## src/rtl/wishbone_mem_master_pkg.sv

```systemverilog
// Shared definitions for the Wishbone burst memory master.
// Holds the FSM state encoding and the byte-select constant used for
// full-word transfers.
package wb_master_pkg;

  typedef enum logic [2:0] {
    ST_IDLE    = 3'd0,
    ST_FETCH   = 3'd1,
    ST_BUS     = 3'd2,
    ST_DELIVER = 3'd3,
    ST_DONE    = 3'd4
  } state_e;

  // Every transfer moves a full 32-bit word.
  localparam logic [3:0] SEL_ALL = 4'hF;

endpackage

```

## src/rtl/wishbone_mem_master_if.sv

```systemverilog
// Wishbone bus bundle between the burst master and the memory interconnect.
// Signals:
//   m_we_o, m_cyc_o, m_stb_o : master controls
//   m_sel_o[3:0]             : byte selects
//   m_adr_o[31:0]            : word address
//   m_dat_o[31:0]            : write data
//   m_dat_i[31:0]            : read data from interconnect
//   m_ack_i                  : transfer acknowledge from interconnect
// Modports: master (drives controls/address/data), slave (drives ack/read data).
interface wishbone_mem_master_if;

  logic        m_we_o;
  logic        m_cyc_o;
  logic        m_stb_o;
  logic [3:0]  m_sel_o;
  logic [31:0] m_adr_o;
  logic [31:0] m_dat_o;
  logic [31:0] m_dat_i;
  logic        m_ack_i;

  modport master (
    output m_we_o, m_cyc_o, m_stb_o, m_sel_o, m_adr_o, m_dat_o,
    input  m_dat_i, m_ack_i
  );

  modport slave (
    input  m_we_o, m_cyc_o, m_stb_o, m_sel_o, m_adr_o, m_dat_o,
    output m_dat_i, m_ack_i
  );

endinterface

```

## src/rtl/wb_ack_timer.sv

```systemverilog
// Ack-wait timer for the Wishbone burst master.
// Counts clock cycles while 'run' is high and restarts from zero whenever
// 'run' is low, so every entry into the bus phase gets a fresh budget.
// Ports:
//   clk, rst  : clock, synchronous active-high reset
//   run       : high while the master waits for an ack
//   expired   : high in the TIMEOUT-th consecutive waiting cycle
module wb_ack_timer #(
  parameter int TIMEOUT = 1024
) (
  input  logic clk,
  input  logic rst,
  input  logic run,
  output logic expired
);

  localparam int W = $clog2(TIMEOUT + 1);

  logic [W-1:0] cnt;

  always_ff @(posedge clk) begin
    if (rst || !run) cnt <= '0;
    else             cnt <= cnt + W'(1);
  end

  // Flagging on TIMEOUT-1 lets the master drop cyc at the end of exactly
  // TIMEOUT waiting cycles.
  assign expired = run && (cnt == W'(TIMEOUT - 1));

endmodule

```

## src/rtl/wishbone_mem_master.sv

```systemverilog
// Wishbone burst memory master.
// Accepts a command (direction, start word address, word count) and moves
// that many words between a streaming source/sink and a Wishbone slave,
// one single transfer per cyc assertion.
// Optional feature: define WB_MASTER_TIMEOUT_EN to abort a burst with
// cmd_err=1 when an ack does not arrive within TIMEOUT cycles.
// Ports:
//   clk, rst                          : clock, synchronous active-high reset
//   cmd_stb/cmd_we/cmd_adr/cmd_count  : command start, direction, address, length
//   cmd_busy/cmd_done/cmd_err         : command status
//   wr_dat/wr_stb/wr_rdy              : write-data source handshake
//   rd_dat/rd_stb/rd_rdy              : read-data sink handshake
//   wb                                : Wishbone master bundle
module wishbone_mem_master
  import wb_master_pkg::*;
#(
  parameter logic [31:0] ADDR_INC = 32'd1,
  parameter int          TIMEOUT  = 1024
) (
  input  logic                          clk,
  input  logic                          rst,
  input  logic                          cmd_stb,
  input  logic                          cmd_we,
  input  logic [31:0]                   cmd_adr,
  input  logic [15:0]                   cmd_count,
  output logic                          cmd_busy,
  output logic                          cmd_done,
  output logic                          cmd_err,
  input  logic [31:0]                   wr_dat,
  input  logic                          wr_stb,
  output logic                          wr_rdy,
  output logic [31:0]                   rd_dat,
  output logic                          rd_stb,
  input  logic                          rd_rdy,
  wishbone_mem_master_if.master         wb
);

  state_e      state;
  logic        we_q;
  logic [15:0] remain;
  logic        last_word;

  assign last_word = (remain == 16'd1);

`ifdef WB_MASTER_TIMEOUT_EN
  logic ack_timeout;

  wb_ack_timer #(.TIMEOUT(TIMEOUT)) u_ack_timer (
    .clk     (clk),
    .rst     (rst),
    .run     (state == ST_BUS),
    .expired (ack_timeout)
  );
`else
  assign cmd_err = 1'b0;
`endif

  // NOTE: sequential state uses non-blocking assignments so every register
  // samples pre-edge values; blocking here would create order-dependent races.
  always_ff @(posedge clk) begin
    if (rst) begin
      state       <= ST_IDLE;
      we_q        <= 1'b0;
      remain      <= '0;
      cmd_busy    <= 1'b0;
      cmd_done    <= 1'b0;
`ifdef WB_MASTER_TIMEOUT_EN
      cmd_err     <= 1'b0;
`endif
      wr_rdy      <= 1'b0;
      rd_dat      <= '0;
      rd_stb      <= 1'b0;
      wb.m_we_o   <= 1'b0;
      wb.m_cyc_o  <= 1'b0;
      wb.m_stb_o  <= 1'b0;
      wb.m_sel_o  <= '0;
      wb.m_adr_o  <= '0;
      wb.m_dat_o  <= '0;
    end else begin
      case (state)
        ST_IDLE: begin
          if (cmd_stb) begin
            we_q       <= cmd_we;
            remain     <= cmd_count;
            wb.m_adr_o <= cmd_adr;
            cmd_busy   <= 1'b1;
`ifdef WB_MASTER_TIMEOUT_EN
            cmd_err    <= 1'b0;
`endif
            if (cmd_count == 16'd0) begin
              state    <= ST_DONE;
              cmd_done <= 1'b1;
            end else if (cmd_we) begin
              state  <= ST_FETCH;
              wr_rdy <= 1'b1;
            end else begin
              // Reads start the bus cycle straight from IDLE.
              state      <= ST_BUS;
              wb.m_cyc_o <= 1'b1;
              wb.m_stb_o <= 1'b1;
              wb.m_we_o  <= 1'b0;
              wb.m_sel_o <= SEL_ALL;
            end
          end
        end

        ST_FETCH: begin
          if (wr_stb) begin
            wb.m_dat_o <= wr_dat;
            wr_rdy     <= 1'b0;
            state      <= ST_BUS;
            wb.m_cyc_o <= 1'b1;
            wb.m_stb_o <= 1'b1;
            wb.m_we_o  <= we_q;
            wb.m_sel_o <= SEL_ALL;
          end
        end

        ST_BUS: begin
          if (wb.m_ack_i) begin
            wb.m_cyc_o <= 1'b0;
            wb.m_stb_o <= 1'b0;
            wb.m_we_o  <= 1'b0;
            wb.m_sel_o <= '0;
            if (we_q) begin
              // A write word is complete on ack.
              remain     <= remain - 16'd1;
              wb.m_adr_o <= wb.m_adr_o + ADDR_INC;
              if (last_word) begin
                state    <= ST_DONE;
                cmd_done <= 1'b1;
              end else begin
                state  <= ST_FETCH;
                wr_rdy <= 1'b1;
              end
            end else begin
              rd_dat <= wb.m_dat_i;
              rd_stb <= 1'b1;
              state  <= ST_DELIVER;
            end
          end
`ifdef WB_MASTER_TIMEOUT_EN
          else if (ack_timeout) begin
            wb.m_cyc_o <= 1'b0;
            wb.m_stb_o <= 1'b0;
            wb.m_we_o  <= 1'b0;
            wb.m_sel_o <= '0;
            cmd_err    <= 1'b1;
            cmd_done   <= 1'b1;
            state      <= ST_DONE;
          end
`endif
        end

        ST_DELIVER: begin
          // rd_dat is not touched here, so it stays stable while the sink stalls.
          if (rd_rdy) begin
            rd_stb     <= 1'b0;
            remain     <= remain - 16'd1;
            wb.m_adr_o <= wb.m_adr_o + ADDR_INC;
            if (last_word) begin
              state    <= ST_DONE;
              cmd_done <= 1'b1;
            end else begin
              state      <= ST_BUS;
              wb.m_cyc_o <= 1'b1;
              wb.m_stb_o <= 1'b1;
              wb.m_sel_o <= SEL_ALL;
            end
          end
        end

        ST_DONE: begin
          cmd_done <= 1'b0;
          cmd_busy <= 1'b0;
          state    <= ST_IDLE;
        end

        default: state <= ST_IDLE;
      endcase
    end
  end

endmodule

```

## src/flat_wrapper.sv

```systemverilog
// flat-port wrapper written by rule: the top's interface ports become plain ports
module wishbone_mem_master_flat import wb_master_pkg::*;
#(
  parameter logic [31:0] ADDR_INC = 32'd1,
  parameter int          TIMEOUT  = 1024
)
  (clk, rst, cmd_stb, cmd_we, cmd_adr, cmd_count, cmd_busy, cmd_done, cmd_err, wr_dat, wr_stb, wr_rdy, rd_dat, rd_stb, rd_rdy, wb_m_we_o, wb_m_cyc_o, wb_m_stb_o, wb_m_sel_o, wb_m_adr_o, wb_m_dat_o, wb_m_dat_i, wb_m_ack_i);
  wishbone_mem_master_if wb_i ();
  input  logic clk;
  input  logic rst;
  input  logic cmd_stb;
  input  logic cmd_we;
  input  logic [31:0] cmd_adr;
  input  logic [15:0] cmd_count;
  output logic cmd_busy;
  output logic cmd_done;
  output logic cmd_err;
  input  logic [31:0] wr_dat;
  input  logic wr_stb;
  output logic wr_rdy;
  output logic [31:0] rd_dat;
  output logic rd_stb;
  input  logic rd_rdy;
  output wire logic [$bits(wb_i.m_we_o)-1:0] wb_m_we_o;
  output wire logic [$bits(wb_i.m_cyc_o)-1:0] wb_m_cyc_o;
  output wire logic [$bits(wb_i.m_stb_o)-1:0] wb_m_stb_o;
  output wire logic [$bits(wb_i.m_sel_o)-1:0] wb_m_sel_o;
  output wire logic [$bits(wb_i.m_adr_o)-1:0] wb_m_adr_o;
  output wire logic [$bits(wb_i.m_dat_o)-1:0] wb_m_dat_o;
  input wire logic [$bits(wb_i.m_dat_i)-1:0] wb_m_dat_i;
  input wire logic [$bits(wb_i.m_ack_i)-1:0] wb_m_ack_i;
  assign wb_m_we_o = wb_i.m_we_o;
  assign wb_m_cyc_o = wb_i.m_cyc_o;
  assign wb_m_stb_o = wb_i.m_stb_o;
  assign wb_m_sel_o = wb_i.m_sel_o;
  assign wb_m_adr_o = wb_i.m_adr_o;
  assign wb_m_dat_o = wb_i.m_dat_o;
  assign wb_i.m_dat_i = wb_m_dat_i;
  assign wb_i.m_ack_i = wb_m_ack_i;
  wishbone_mem_master #(.ADDR_INC(ADDR_INC), .TIMEOUT(TIMEOUT)) u_core (.clk(clk), .rst(rst), .cmd_stb(cmd_stb), .cmd_we(cmd_we), .cmd_adr(cmd_adr), .cmd_count(cmd_count), .cmd_busy(cmd_busy), .cmd_done(cmd_done), .cmd_err(cmd_err), .wr_dat(wr_dat), .wr_stb(wr_stb), .wr_rdy(wr_rdy), .rd_dat(rd_dat), .rd_stb(rd_stb), .rd_rdy(rd_rdy), .wb(wb_i));
endmodule
```

## config.mk

```make
export PLATFORM = sky130hd
export DESIGN_NAME = wishbone_mem_master_flat
export DESIGN_NICKNAME = d
export VERILOG_FILES = /design/src/rtl/wishbone_mem_master_pkg.sv /design/src/rtl/wishbone_mem_master_if.sv /design/src/rtl/wb_ack_timer.sv /design/src/rtl/wishbone_mem_master.sv /design/src/flat_wrapper.sv
export SDC_FILE = /design/constraint.sdc
export NUM_CORES = 1
export LEC_CHECK = 0
export CAP_MARGIN = 40
export CORE_MARGIN = 1.5
export CORE_UTILIZATION = 30
export DETAILED_ROUTE_END_ITERATION = 6
export PLACE_DENSITY = 0.7
export SLEW_MARGIN = 20
export SYNTH_ARGS = -nofsm -noshare
export SYNTH_HDL_FRONTEND = slang
export SYNTH_SLANG_ARGS = --single-unit
```

## constraint.sdc

```tcl
create_clock -name clk -period 2.18 [get_ports clk]
set_input_delay 0.436 -clock clk [delete_from_list [all_inputs] [get_ports clk]]
set_output_delay 0.436 -clock clk [all_outputs]
set_load 0.05 [all_outputs]
```

Word level (Yosys, flattened, before mapping)
Index checks and enable logic that the tools add are counted.

$add $sub $neg: 2. Equal/unequal tests: 17. Mux-type cells: 61. Bitwise logic cells: 1. Reduce and logical (&&, ||, !) cells: 19.

Operators with widths (number): $mux W32 (4); $pmux W32 S3 (1); $mux W16 (4); $pmux W16 S3 (1); $add A32 B1 Y32 const B (1); $mux W4 (7); $mux W1 (27); $mux W3 (8); $ne A2 B2 Y1 const B (10); $eq A16 B1 Y1 const B (1); $logic_not A16 Y1 (1); $pmux W4 S4 (1); $reduce_and A8 Y1 (2); $sub A16 B1 Y16 const B (1); $pmux W3 S4 (1); $reduce_and A6 Y1 (2); $pmux W1 S4 (2); $reduce_and A4 Y1 (2); $reduce_bool A4 Y1 (2); $eq A3 B2 Y1 const B (2); $pmux W1 S3 (2); $reduce_and A2 Y1 (3); $reduce_bool A3 Y1 (2); $reduce_and A5 Y1 (1); other kinds (9) (12).

Register bits after elaboration: 126. Output and inout bits: 108. Word-level logic and storage cells: 113.

Depth between registers and ports, before layout
Gate-level depths: netlist of the first run.

Depth in word-level cells: 5. Gate-level depth with buffers: 10.

Worst setup path before layout of the first run
No wires, ideal clock.

Path kind: reg2reg. Start: reg u_core.wb.m_adr_o[0]. End: reg u_core.wb.m_adr_o[30]. Setup time: 0.086 ns. Arrival: 2.479 ns. Required time: 2.094 ns. Path slack: -0.386 ns. Cell stages (with the launch flop): 8. Path buffers: 1. Period minus slack after synthesis: 2.566 ns. Path through: dfxtp_1 ha_1 nand4_1 or4_1 clkbuf_1 nor4_1 o21ai_1 a221oi_2.

Longest elaborated chain between the ends: 4. Elaborated cells on any way between the ends: 5.

RTL lines: start, declared (RTL line wishbone_mem_master_if.sv:22) `output m_we_o, m_cyc_o, m_stb_o, m_sel_o, m_adr_o, m_dat_o,`; start signal, assigned (RTL line wishbone_mem_master.sv:85) `wb.m_adr_o <= cmd_adr;`; start signal, assigned (RTL line wishbone_mem_master.sv:128) `wb.m_adr_o <= wb.m_adr_o + ADDR_INC;`; start signal, assigned (RTL line wishbone_mem_master.sv:160) `wb.m_adr_o <= wb.m_adr_o + ADDR_INC;`; $add A32 B1 Y32 * (RTL line wishbone_mem_master.sv:128, wishbone_mem_master.sv:160); $mux W32 (RTL line wishbone_mem_master.sv:125) `if (we_q) begin`; $mux W32 (RTL line wishbone_mem_master.sv:120) `if (wb.m_ack_i) begin`; $pmux W32 S3 * (RTL line wishbone_mem_master.sv:80) `case (state)`.

Every way passes the cells marked *; elsewhere a longest branch is shown, timed or not. The select of a mux whose other input is x is not followed. A chain may end at the register's enable or synchronous reset.

Final worst setup path of the first run
Start: reg u_core.wb.m_adr_o[25]. End: out wb_m_adr_o[25].

RTL lines: end, declared (RTL line flat_wrapper.sv:28) `output wire logic [$bits(wb_i.m_adr_o)-1:0] wb_m_adr_o;`.

No word-level cell between the ends.

==> qor.csv, run 1 <==
stage;metric;value;unit
routing;Routed WL per cell;16.1;µm
place;GP Congestion;0.886;
power_and_ir_drop;switching pwr;0.00593;W
worst_setup_path;WS Path Type;flop to output pin;
global_route;total grt overflow;0;
global_route;largest net degree at the start of global routing;44;
routing;via count;6917;
cts;CTS buffer count;17;
synthesis;Yosys Warn Count;0;
synthesis;Net Count, Synth;912;
power_and_ir_drop;worst vdd ir;0.631;mV
floorplanning;total core area;19700;µm²
routing;1st-iter DRT viols;520;
global_route;vias in the first global route;6520;
power_and_ir_drop;Power Total;0.0131;W
sta;Fmax;470;MHz
finish;Non-Filler Cell Area, Final;9580;µm²
power_and_ir_drop;switching share of power;0.451;
sta;slew of the pin with the lowest slew margin;570;ps
run_status;status;finished, final reports clean;
place;worst slack, placed;-429;ps
place;# port buffers;225;
worst_setup_path;startpoint types;flop;
finish;final net count;1158;
cts;Max Buffers Root-to-Sink;2;
floorplanning;FP Rows;51;
cts;clock-pin slew on the worst setup and hold paths;60;ps
power_and_ir_drop;Sequential Power Share;0.259;
finish;area of the multi-input gates;3280;µm²
synthesis;Synth cell types;72;
routing;drt first pass iters;7;
global_route;first-pass GRT wire length;33700;µm
routing;Detailed Route WL;21200;µm
sta;unrepaired setup endpoints after global routing;true;
floorplanning;Top Ports;227;
power_and_ir_drop;Clk pwr share;0.207;
cts;CTS tree;done;
synthesis;Syn Area/Cell;7.68;µm²
sta;Setup WS post-layout;50.3;ps
finish;Layout Cells excl Fill;1315;
worst_setup_path;WP data arrival;1690;ps
global_route;initial antenna violation count;1;
worst_setup_path;CP max FO;8;
sta;fin crit share;0.977;
finish;Area Overhead vs Synth;57.9;%
power_and_ir_drop;Comb pwr share;0.534;
worst_setup_path;endpoint class of the critical path;output pin;
power_and_ir_drop;P per Cell Area;1370;nW/µm²
min_path;HP Class;primary input to flop;
sta;Slew headroom;0.619;
worst_setup_path;CP required;1740;ps
sta;Setup-failing EPs final;0;
finish;fill cell count;1938;
sta;clk_skew;10.5;ps
synthesis;prevailing post-synth register cell;dfxtp_1;
floorplanning;Die H;145;µm
finish;fraction of layout cells with a size suffix above 1;0.139;
synthesis;synthesis-stage register bit count;122;
run;Max-Cap Viols;0;
sta;Pins Over Slew Limit;0;
sta;Fin. Hold Viols;0;
routing;vias per inst;5.26;
worst_setup_path;Crit path buffers/inverters;1;
worst_setup_path;worst path cell trace;clkdlybuf4s50_1;
routing;drt drc;0;
cts;Root Driver;clkbuf_16;
cts;clock latency on the worst-skew pair;420;ps
routing;ANT nets after route;0;
power_and_ir_drop;Pleak;3.46;nW
place;post-DP HPWL;14900;µm
synthesis;Synth async-reset ratio;0;
synthesis;Mapped Area;6060;µm²
worst_setup_path;Largest delay share family, worst path;buffers and inverters;
global_route;GRT Total Usage;0.197;
worst_setup_path;CP max-delay cell;clkdlybuf4s50_1;
floorplanning;Die W;145;µm
place;DP Area;8920;µm²
power_and_ir_drop;total internal power;0.00720;W
cts;clock sinks;122;
floorplanning;Initial Utilization;0.309;
sta;Hold Worst Slack;437;ps
sta;minimum clock period;2130;ps
finish;Sequential Area;2470;µm²
synthesis;Synth Instances;790;
synthesis;Post-synth EDFFs;0;
worst_setup_path;Largest stage delay, worst path;840;ps
cts;Hold Buf Count CTS;0;
floorplanning;Die ar.;21100;µm²
place;Placed Cells;1279;
cts;# H-tree levels;4;
synthesis;register area share after synthesis;0.403;
-- Yosys cell counts (3+ instances only) --
| cell | number | share of area |
|---|---|---|
| a311oi_1 | 6 | 0.0087 |
| a31o_2 | 4 | 0.0058 |
| nand3_1 | 24 | 0.020 |
| a21boi_0 | 4 | 0.0050 |
| inv_1 | 14 | 0.0087 |
| nor2b_1 | 5 | 0.0052 |
| nor3_1 | 16 | 0.013 |
| nand2_1 | 183 | 0.11 |
| ha_1 | 3 | 0.0062 |
| and3_1 | 6 | 0.0062 |
| buf_6 | 5 | 0.0093 |
| a221oi_1 | 3 | 0.0043 |
| o31ai_1 | 5 | 0.0062 |
| clkbuf_1 | 52 | 0.032 |
| or4_1 | 6 | 0.0074 |
| nor2_1 | 30 | 0.019 |
| a21o_1 | 3 | 0.0037 |
| buf_1 | 3 | 0.0019 |
| a211oi_1 | 18 | 0.022 |
| o21a_1 | 4 | 0.0050 |
| nand2b_1 | 9 | 0.0093 |
| nand4_1 | 15 | 0.015 |
| a21oi_1 | 105 | 0.087 |
| buf_4 | 9 | 0.011 |
| nor4_1 | 18 | 0.019 |
| o21ai_0 | 23 | 0.019 |
| a31oi_1 | 11 | 0.011 |
| a221oi_2 | 3 | 0.0074 |
| and2_1 | 4 | 0.0041 |
| o32ai_1 | 6 | 0.0087 |
| mux2i_1 | 4 | 0.0066 |
| o211ai_1 | 4 | 0.0050 |
| o22ai_1 | 5 | 0.0052 |
| o21ai_1 | 4 | 0.0033 |
| dfxtp_1 | 122 | 0.40 |
| and4_1 | 8 | 0.012 |
-- worst register-to-register path: stages (launching register included) --
cell      delay [ps]
dfxtp_1          340
inv_2             90
ha_1             170
or4b_2           630
nor4_2           290
xor2_1           220
o221ai_2         120
a21oi_1          160
-- cells by family after synthesis --
kind of cell	after synthesis	share of synthesized area
DFF	122	0.403
other	1	0.000618
xor gates and xnor gates	2	0.00289
buffers and inverters	85	0.0648
adders and majority gates	3	0.00619
and+or+nand+nor	336	0.259
muxes	5	0.00846
AOI/OAI and AO/OA	236	0.256
-- state kept, by name (all words and copies together), names as in the netlist --
register,cells
u_core.cmd_busy,1
u_core.wb.m_sel_o,1
u_core.cmd_done,1
u_core.we_q,1
u_core.wb.m_we_o,1
u_core.rd_stb,1
u_core.rd_dat,32
u_core.wr_rdy,1
u_core.state,3
u_core.wb.m_adr_o,32
u_core.remain,16
u_core.wb.m_dat_o,32
-- path summary, 6_finish.rpt --
kind	start	endpoint	slack, ps	cells after the start
max reg2reg	u_core.remain[0]$_SDFFE_PP0P_	u_core.remain[14]$_SDFFE_PP0P_	100	7
min	rst	u_core.rd_stb$_SDFFE_PP0P_	440	2
max	u_core.wb.m_adr_o[25]$_SDFFE_PP0P_	wb_m_adr_o[25]	50	1
min reg2reg	u_core.wb.m_dat_o[15]$_SDFFE_PP0P_	u_core.wb.m_dat_o[15]$_SDFFE_PP0P_	450	2
-- layout by cell type, fill, tap and decap left out, drive strengths merged, types with 9 or more instances in the layout --
cell type / Yosys / layout
o21ai: 28 / 28
nand3: 24 / 24
clkdlybuf4s50: 0 / 209
inv: 14 / 14
nor3: 16 / 16
nand2b: 9 / 9
a211oi: 18 / 18
clkbuf: 52 / 26
a31oi: 11 / 11
nand2: 184 / 184
buf: 19 / 74
nor2: 30 / 30
nor4: 18 / 18
a21oi: 105 / 105
dfxtp: 122 / 122
nand4: 15 / 15
-- through the flow --
| step | setup TNS (ps) | utilization |
|---|---|---|
| 5_1_grt | -30.2 | 0.487 |
| 2_1_floorplan | -34.1 | - |
| 3_5_place_dp | -15550 | 0.454 |
| 4_1_cts | 0 | 0.483 |
| 6_report | 0 | 0.487 |
| 3_3_place_gp | -13150 | 0.454 |
-- layout make-up --
type / count / area share
multi-input cells: 583 / 0.342
repair buffers: 298 / 0.300
flip-flops and latches: 122 / 0.258
clock buffers: 25 / 0.0529
well taps: 265 / 0.0346
clock inverters: 7 / 0.00653
inverters: 14 / 0.00549
diodes: 1 / 0.000261
-- routing by layer --
layer / global-route usage / wire length [µm] / vias up
li1: - / - / 3340
met1: 0.246 / 9020 / 3235
met2: 0.319 / 10100 / 295
met3: 0.0491 / 1570 / 47
met4: 0.0903 / 577 / 0
met5: 0 / 0 / -
-- power by group through the flow --
stage	registers (W)	clock network, W	logic (W)
floorplan	0.00478	0	0.00314
global placement	0.00341	0	0.00671
detailed placement	0.00342	0	0.00677
CTS	0.00338	0.00278	0.00679
global route	0.00349	0.00288	0.00749
finish	0.00340	0.00272	0.00701
-- what timing repair did --
action,4_1_cts,5_1_grt
cloned,0,1
resized for setup,8,18
buffers inserted,0,2
pin swaps,0,2
endpoints found under the setup margin,10,26
Power figures use the tool's default switching activity.
==> run 2: changes to the inputs <==
- GPL_TIMING_DRIVEN: not set -> 0
- PLACE_DENSITY: 0.7 -> 0.58
==> run 2 against run 1 <==
Worst setup slack lost 49 ps; cell area is 0.77% higher; clock power is 7.7% higher; non-clock buffer count increased by 10; sequential power is 4% higher; global-route usage rose by 3.6 points; largest power group unchanged; final cell count rose by 0.61%; sequential share of layout area is 0.16 points lower; die area unchanged; flip-flop and latch count unchanged; via count increased by 2.2%; first-iteration DRC count rose by 15%; highest routed layer unchanged.
==> qor.csv, run 2 (same netlist as run 1, synthesis figures left out) <==
stage;metric;value;unit
power_and_ir_drop;Pleak;3.39;nW
place;# port buffers;224;
floorplanning;Top Ports;227;
cts;Root Driver;clkbuf_16;
finish;Finished Core Util;0.491;
finish;Area Overhead vs Synth;59.2;%
place;post-DP HPWL;17800;µm
cts;CTS buffer count;17;
cts;# H-tree levels;4;
cts;clock-pin slew on the worst setup and hold paths;60;ps
sta;Setup-failing EPs final;0;
run_status;status;finished, final reports clean;
power_and_ir_drop;P per Cell Area;1460;nW/µm²
min_path;hold path depth;2;
global_route;initial antenna violation count;0;
sta;Pins Over Slew Limit;0;
worst_setup_path;startpoint types;flop;
power_and_ir_drop;worst vdd ir;0.758;mV
finish;Non-Filler Cell Area, Final;9650;µm²
sta;clk_skew;11.3;ps
place;DP Area;8680;µm²
worst_setup_path;WP data arrival;2510;ps
finish;largest registers;u_core.rd_dat: 32 flops, u_core.wb.m_adr_o: 32 flops, u_core.wb.m_dat_o: 32 flops;
global_route;largest net degree at the start of global routing;17;
finish;Layout Cells excl Fill;1323;
finish;fill cell count;2017;
cts;CTS tree;done;
cts;clock latency on the worst-skew pair;430;ps
floorplanning;Die W;145;µm
floorplanning;total core area;19700;µm²
sta;slew of the pin with the lowest slew margin;845;ps
routing;Detailed Route WL;25100;µm
worst_setup_path;CP max FO;6;
routing;ANT nets after route;0;
worst_setup_path;endpoint class of the critical path;flop;
finish;ANT cells;0;
sta;Slew headroom;0.436;
routing;drt first pass iters;5;
worst_setup_path;R2R cell count;7;
global_route;total grt overflow;0;
floorplanning;Die ar.;21100;µm²
global_route;vias in the first global route;6576;
routing;vias per inst;5.34;
run;Max-Cap Viols;0;
global_route;first-pass GRT wire length;38300;µm
place;Placed Cells;1279;
cts;Max Buffers Root-to-Sink;2;
sta;unrepaired setup endpoints after global routing;true;
floorplanning;Die H;145;µm
min_path;HP Class;flop to flop;
sta;Fmax;459;MHz
finish;commonest non-fill, non-tap cell in the layout;clkdlybuf4s50_1;
routing;via count;7070;
floorplanning;FP Rows;51;
finish;final net count;1168;
worst_setup_path;CP required;2510;ps
place;GP Congestion;0.875;
sta;minimum clock period;2180;ps
global_route;GRT Total Usage;0.232;
sta;fin crit share;0.999;
floorplanning;Initial Utilization;0.309;
routing;1st-iter DRT viols;598;
routing;Routed WL per cell;19.0;µm
worst_setup_path;WS Path Type;flop to flop;
finish;fraction of layout cells with a size suffix above 1;0.127;
cts;clock sinks;122;
finish;most frequent cells in the layout;210 x clkdlybuf4s50_1, 182 x nand2_1, 106 x dfxtp_1, 104 x a21oi_1, 31 x clkbuf_1;
sta;Fin. Hold Viols;0;
routing;drt drc;0;
[run 2: cell types whose count changed in the layout (fill, tap and decap cells not counted), moves of 3 or more]
cell and change:
buf_4 -47, clkbuf_1 +27, clkbuf_2 +13, o21ai_1 -5, clkinv_4 +4, buf_1 +3, dlygate4sd2_1 +3, dlymetal6s2s_1 -3
[run 2: per-layer routing]
metal	share of wire	global-route usage
met1	0.44	0.305
met2	0.46	0.375
met3	0.075	0.0509
met4	0.019	0.0816
met5	0	0
[run 2: where the power goes]
group	switching, W	leakage (nW)	internal, W	total (W)
clock	0.00114	0.289	0.00180	0.00293
combinational	0.00475	2.10	0.00286	0.00761
sequential	0.000676	1.00	0.00284	0.00352
total	0.00657	3.39	0.00750	0.0141
[run 2: cell type report]
cell class | count | area, µm² | area share
flip-flops and latches | 122 | 2470 | 0.256
multi-input cells | 583 | 3370 | 0.349
well taps | 265 | 332 | 0.0344
inverters | 14 | 52.6 | 0.00544
plain buffers | 62 | 353 | 0.0366
repair buffers | 246 | 2470 | 0.256
clock buffers | 17 | 425 | 0.0441
clock inverters | 14 | 173 | 0.0179
[run 2: repair_timing]
item | CTS | global route
hold buffers | 0 | 0
resized for setup | 54 | 36
cloned | 1 | 1
pin swaps | 14 | 10
setup endpoints to repair | 63 | 108
buffers inserted | 15 | 5
[run 2: final timing paths]
check | start | slack, ps | to
setup / recovery | u_core.state[0]$_SDFFE_PP0P_ | 1 | u_core.wb.m_adr_o[30]$_SDFFE_PP0P_
hold reg to reg | u_core.wb.m_dat_o[21]$_SDFFE_PP0P_ | 450 | u_core.wb.m_dat_o[21]$_SDFFE_PP0P_
setup reg to reg | u_core.state[0]$_SDFFE_PP0P_ | 1 | u_core.wb.m_adr_o[30]$_SDFFE_PP0P_
hold / removal | u_core.wb.m_dat_o[21]$_SDFFE_PP0P_ | 450 | u_core.wb.m_dat_o[21]$_SDFFE_PP0P_
[run 2: critical path, cell delays in order, from the launching register on]
cell,delay (ps)
dfxtp_4,350
or4b_4,580
a32oi_4,260
and2_4,280
buf_12,120
buf_12,130
o21ai_4,60
a221oi_2,300
[run 2: through the flow]
| step | total power [W] | worst slack [ps] | hold WS [ps] | TNS (ps) |
|---|---|---|---|---|
| floorplan | 0.00792 | -34.1 | 445 | -34.1 |
| global placement | 0.0103 | -965 | 441 | -46740 |
| detailed placement | 0.0103 | -960 | 445 | -46790 |
| CTS | 0.0139 | -48.0 | 454 | -122 |
| global route | 0.0147 | -56.7 | 467 | -114 |
| finish | 0.0141 | 1.48 | 451 | 0 |
